==> src/rtl/pwr_cntr_arbiter.sv <==
// pwr_cntr_arbiter
// Synthesizable bank of power accumulators. Each counter sums the weights
// of the 0->1 transition events reported for its index. Several requesters
// (one gate-group monitor per macro) share the bank through a round-robin
// arbiter, so at most one accumulator is updated per cycle. The block also
// provides a sequenced clear and a registered read port.
//
// Ports
//   clk           rising-edge clock for all logic
//   reset         synchronous, active-high reset (starts a full clear)
//   req_valid     per-requester update request
//   req_idx       requester i's counter index at [i*IDX_W +: IDX_W]
//   req_weight    requester i's event weight at [i*WT_W +: WT_W]
//   req_ready     one-hot grant, combinational from req_valid and state
//   clr_start     one-cycle pulse requesting a clear of every accumulator
//   rd_valid      read request
//   rd_idx        counter to read
//   rd_ready      read accepted this cycle
//   rd_data       registered read value, held between reads
//   rd_data_valid one-cycle pulse marking a fresh rd_data
//   busy          clear sequence in progress
//   sat_flag      sticky: some accumulator has saturated since the last clear

module pwr_cntr_arbiter #(
   parameter int N_REQ  = 4,
   parameter int N_CNTR = 16,
   parameter int IDX_W  = 4,
   parameter int WT_W   = 8,
   parameter int ACC_W  = 32
) (
   input  logic                   clk,
   input  logic                   reset,
   input  logic [N_REQ-1:0]       req_valid,
   input  logic [N_REQ*IDX_W-1:0] req_idx,
   input  logic [N_REQ*WT_W-1:0]  req_weight,
   output logic [N_REQ-1:0]       req_ready,
   input  logic                   clr_start,
   input  logic                   rd_valid,
   input  logic [IDX_W-1:0]       rd_idx,
   output logic                   rd_ready,
   output logic [ACC_W-1:0]       rd_data,
   output logic                   rd_data_valid,
   output logic                   busy,
   output logic                   sat_flag
);

   localparam int PTR_W = (N_REQ > 1) ? $clog2(N_REQ) : 1;
   localparam int CNT_W = (N_CNTR > 1) ? $clog2(N_CNTR) : 1;
   // One extra bit above the wider operand catches the carry out of the add.
   localparam int SUM_W = ((ACC_W > WT_W) ? ACC_W : WT_W) + 1;
   localparam logic [SUM_W-1:0] ACC_MAX = {{(SUM_W-ACC_W){1'b0}}, {ACC_W{1'b1}}};

   typedef enum logic {CLEAR, RUN} state_t;

   state_t             state;
   logic [CNT_W-1:0]   clr_cnt;
   logic [PTR_W-1:0]   rr_ptr;
   logic [ACC_W-1:0]   acc [N_CNTR];

   logic               grant_any;
   logic [PTR_W-1:0]   grant_id;
   logic [PTR_W:0]     scan_pos;
   logic [PTR_W:0]     ptr_next;
   logic [IDX_W-1:0]   sel_idx;
   logic [WT_W-1:0]    sel_wt;
   logic [CNT_W-1:0]   upd_cidx;
   logic               upd_ok;
   logic [SUM_W-1:0]   upd_sum;
   logic               upd_ovf;
   logic [CNT_W-1:0]   rd_cidx;
   logic               rd_ok;

   assign busy     = (state == CLEAR);
   assign rd_ready = (state == RUN);

   // Round-robin search: start at rr_ptr and take the first active request,
   // wrapping at N_REQ. Nothing is granted while the bank is being cleared.
   always_comb begin
      grant_any = 1'b0;
      grant_id  = '0;
      scan_pos  = '0;
      if (state == RUN) begin
         for (int k = 0; k < N_REQ; k++) begin
            scan_pos = {1'b0, rr_ptr} + (PTR_W+1)'(k);
            if (scan_pos >= (PTR_W+1)'(N_REQ)) begin
               scan_pos = scan_pos - (PTR_W+1)'(N_REQ);
            end
            if (!grant_any && req_valid[scan_pos[PTR_W-1:0]]) begin
               grant_any = 1'b1;
               grant_id  = scan_pos[PTR_W-1:0];
            end
         end
      end
   end

   // One-hot grant vector driven from the search result.
   always_comb begin
      req_ready = '0;
      if (grant_any) begin
         req_ready[grant_id] = 1'b1;
      end
   end

   // Pointer moves to the requester just after the winner so it becomes the
   // lowest priority next cycle.
   always_comb begin
      ptr_next = {1'b0, grant_id} + (PTR_W+1)'(1);
      if (ptr_next >= (PTR_W+1)'(N_REQ)) begin
         ptr_next = '0;
      end
   end

   // Operands of the granted update. An index outside the bank is still
   // accepted by the arbiter but must leave every accumulator untouched.
   always_comb begin
      sel_idx  = req_idx[grant_id*IDX_W +: IDX_W];
      sel_wt   = req_weight[grant_id*WT_W +: WT_W];
      upd_cidx = sel_idx[CNT_W-1:0];
      upd_ok   = ({1'b0, sel_idx} < (IDX_W+1)'(N_CNTR));
      upd_sum  = SUM_W'(acc[upd_cidx]) + SUM_W'(sel_wt);
      upd_ovf  = (upd_sum > ACC_MAX);
      rd_cidx  = rd_idx[CNT_W-1:0];
      rd_ok    = ({1'b0, rd_idx} < (IDX_W+1)'(N_CNTR));
   end

   // Main FSM. CLEAR walks clr_cnt across the bank zeroing one accumulator
   // per cycle; RUN applies the granted update and serves reads. A read of
   // the index being updated sees the pre-update value because both use the
   // accumulator contents from before this edge. A clear requested together
   // with an update lets the update land first; the sweep then erases it.
   always_ff @(posedge clk) begin
      if (reset) begin
         state         <= CLEAR;
         clr_cnt       <= '0;
         rr_ptr        <= '0;
         rd_data       <= '0;
         rd_data_valid <= 1'b0;
         sat_flag      <= 1'b0;
      end else begin
         rd_data_valid <= 1'b0;
         case (state)
            CLEAR: begin
               acc[clr_cnt] <= '0;
               if (clr_cnt == CNT_W'(N_CNTR-1)) begin
                  state <= RUN;
               end else begin
                  clr_cnt <= clr_cnt + CNT_W'(1);
               end
            end
            RUN: begin
               if (grant_any) begin
                  rr_ptr <= ptr_next[PTR_W-1:0];
                  if (upd_ok) begin
                     if (upd_ovf) begin
                        acc[upd_cidx] <= '1;
                        sat_flag      <= 1'b1;
                     end else begin
                        acc[upd_cidx] <= upd_sum[ACC_W-1:0];
                     end
                  end
               end
               if (rd_valid) begin
                  rd_data_valid <= 1'b1;
                  rd_data       <= rd_ok ? acc[rd_cidx] : '0;
               end
               if (clr_start) begin
                  state    <= CLEAR;
                  clr_cnt  <= '0;
                  sat_flag <= 1'b0;
               end
            end
            default: begin
               state <= CLEAR;
            end
         endcase
      end
   end

endmodule

==> config.mk <==
export PLATFORM = sky130hd
export DESIGN_NAME = pwr_cntr_arbiter
export DESIGN_NICKNAME = d
export VERILOG_FILES = /design/src/rtl/pwr_cntr_arbiter.sv
export SDC_FILE = /design/constraint.sdc
export NUM_CORES = 1
export LEC_CHECK = 0
export CORE_ASPECT_RATIO = 0.7
export CORE_MARGIN = 5
export CORE_UTILIZATION = 25
export CTS_BUF_LIST = sky130_fd_sc_hd__clkbuf_4
export CTS_CLUSTER_SIZE = 40
export DETAILED_ROUTE_END_ITERATION = 7
export MAX_ROUTING_LAYER = met4
export SLEW_MARGIN = 20
export SYNTH_ARGS = -nofsm -noshare
export SYNTH_HDL_FRONTEND = slang
export SYNTH_SLANG_ARGS = --single-unit
==> constraint.sdc <==
create_clock -name clk -period 11.45 [get_ports clk]
set_input_delay 1.7175 -clock clk [delete_from_list [all_inputs] [get_ports clk]]
set_output_delay 1.7175 -clock clk [all_outputs]
set_load 0.005 [all_outputs]
==> run metrics <==
cts hold-fix bufs=0; fin nets=2,090; pre-CTS setup slack=between 2 and 2.5 ns; #FFs+latches synth=553; Die X=roughly 400 um; Worst EP required=11.96 ns; power consumption=4.343 mW; Worst-path clk slew=0.06 ns; slowest stage cell on the critical path=a21oi_1; Hold WS=0.4552 ns; Max Freq=0.1198 GHz; Core Box Area=0.1082 mm2; Final GP Congestion=0.8290; initial antenna violation count=5; vias in the first global route=roughly 18,000; Setup CP Type=in2reg; wire per inst=23.73 um; pwr dens=~140 mW/mm2; port bufs=approximately 100; EDFF count, synth=just over 500; DRC Markers=0; I/O pins=100; setup violators final=0; vias per cell=5.059; routed wire length=84,780 um; CTS tree=built; Detailed Route Iter0 Violations=approximately 2,000; post-synth cell types=81; outcome=complete, no violations; router iterations before antenna repair=5; Cells after DPL=~3,300; startpoint types=input port; WP data arrival=8.86 ns; CP cell instances=clkdlybuf4s50_1 -> o41a_2 -> nand2b_2 -> or4b_1 -> and3_4 -> nor2_8 -> mux4_2 -> and2_1 -> a211oi_1 -> a31oi_1 -> ha_1 -> a21oi_1 -> o21ai_0 -> a21oi_1 -> o21bai_1 -> a21o_1 -> a21oi_1 -> nor4b_4 -> buf_4 -> nand3_4 -> or3_4 -> a21oi_1; Post-Syn Area per Cell=14.58 um2; Clock Sinks=553; pin count of the biggest net entering global routing=109; FP Rows=101; Tcrit/Tclk final=0.7293; peak supply drop=0.07479 mV; # Post-CTS Setup Buffers=0; Crit path largest cell delay=roughly 0.9 ns; area of the mapped netlist=0.02715 mm2; Min-Delay Path Class=reg2reg; Max-cap violations=0; clock latency on the worst-skew pair=0.95 ns; first-pass GRT wire length=123,400 um; post-detail-place hpwl=~50,000 um; Final WS setup=3.100 ns; clk buf depth=3; post-route insts no fill=around 3,600; CTS root buffer=clkbuf_4; routed vias=18,075; Worst Tran Pin Value=roughly 1.2 ns; RSZ-0062 raised after global routing=false; die area=~0.12 mm2; Die H=285.7 um; Num CTS Buffers=134; CTS H-tree lvls=4; Static Leakage=10.64 nW; Slew Viols, Final=0; Synth Instances=1,862; CP max FO=30; crit path capture type=flop; DRT antenna net count=0; total track usage=0.1484; Post-synth ARST share=0; initial core utilization=0.2509; total grt overflow=0; fraction of layout cells with a size suffix above 1=0.2615; Final Hold Fails=0; fin crit period=between 8 and 9 ns; setup tns final=0 ns; dominant synthesized flop cell=edfxtp_1; CP dominant cell by count=a21oi_1; Synth-to-Final Area Change=16.73%; post-cts sizing count=0; Synthesized Nets=1,936; Layout Skew=0.09098 ns; post-synthesis sequential area ratio=0.5966; Max-slew headroom=0.2244; warnings from Yosys=0
==> final timing paths <==
| kind | from | endpoint | slack [ns] | depth (start not counted) |
|---|---|---|---|---|
| worst min-delay path | rd_data[7] | rd_data[7] | 0.46 | 2 |
| worst min register to register | rd_data[7] | rd_data[7] | 0.46 | 2 |
| worst max-delay path | req_valid[0] | acc[13][0] | 3.10 | 22 |
| worst max register to register | rd_ready | acc[13][0] | 3.85 | 21 |
==> Yosys cell counts, drive strengths merged, types with 8 or more instances <==
master	n	area, um2
ha	13	162.7
a22oi	8	60.06
nand2b	12	77.58
edfxtp	512	15370
nor2	42	188.9
clkbuf	61	229.0
nand3	154	783.3
a21oi	81	412.9
inv	24	90.09
mux4	217	4887
and3	31	203.9
buf	70	469.2
and2	15	93.84
nand2	347	1305
o21ai	16	80.07
nand4	14	93.84
mux2i	50	504.2
a31oi	26	162.7
a32oi	16	140.1
dfxtp	41	820.8
xnor2	18	157.7
nor3	8	51.30
==> critical path, delay by kind of cell <==
kind	cells	cell delay, ns
adders and majority gates	1	0.39
AOI/OAI and AO/OA	10	2.52
and+or+nand+nor	8	2.70
muxes	1	0.58
buffers and inverters	2	0.85
==> area by class of cell <==
| type | instances | area, um2 |
|---|---|---|
| Fill cell | 10869 | 76490 |
| Sequential cell | 553 | 16200 |
| Multi-Input combinational cell | 1154 | 10370 |
| Tap cell | 1442 | 1804 |
| Clock buffer | 199 | 1494 |
| Timing Repair Buffer | 149 | 1373 |
| Clock inverter | 43 | 339.1 |
| Inverter | 24 | 90.09 |
| Antenna cell | 9 | 22.52 |
==> state kept, by name, indices dropped and copies added, names as in the netlist <==
signal         count
acc              512
clr_cnt            4
rd_data           32
rd_data_valid      1
rr_ptr             2
sat_flag           1
rd_ready           1
==> layout by cell type (no fill, tap or decap), drive strengths merged, types with 7 or more instances in the layout <==
cell type / n
xor2: 7
a21oi: 81
a22oi: 8
mux2i: 50
mux4: 217
a32oi: 16
nand3: 154
a31oi: 26
buf: 55
and3: 31
nand2b: 12
dfxtp: 41
a211oi: 7
clkbuf: 199
diode: 9
nand4: 14
inv: 29
nand2: 347
xnor2: 18
ha: 13
clkinv: 29
edfxtp: 512
o21ai: 16
clkdlybuf4s50: 94
nor2: 42
nor3: 8
and2: 15
==> kinds of logic (layout without fill, tap and decap cells) <==
| logic type | after synthesis | in the layout | share of synthesized area |
|---|---|---|---|
| simple gates | 658 | 658 | 0.1156 |
| flops | 553 | 553 | 0.5966 |
| mux | 271 | 271 | 0.2003 |
| compound gates | 186 | 186 | 0.04370 |
| buf+inv | 155 | 415 | 0.02904 |
| xor+xnor | 25 | 25 | 0.008066 |
| fa+ha+maj | 14 | 14 | 0.006730 |
| other cells | 0 | 9 | 0 |
==> report_power, final <==
| part | switching, mW | internal, mW | total, mW |
|---|---|---|---|
| logic | 0.217 | 0.143 | 0.360 |
| registers | 0.0109 | 2.20 | 2.21 |
| clock network | 0.838 | 0.935 | 1.77 |
==> routing by layer <==
| metal | GRT usage | share of wire |
|---|---|---|
| met5 | - | 0 |
| met3 | 0.04854 | 0.12 |
| met1 | 0.2111 | 0.44 |
| met4 | 0.03075 | 0.015 |
| met2 | 0.2066 | 0.42 |
==> per-stage QoR <==
stage	util	instance area [um2]
6_report	0.2929	31690
5_1_grt	0.2929	31690
4_1_cts	0.2922	31610
3_5_place_dp	0.2752	29770
3_3_place_gp	0.2752	29770
2_1_floorplan	-	27150
No activity file was read; power rests on OpenSTA's default activity.
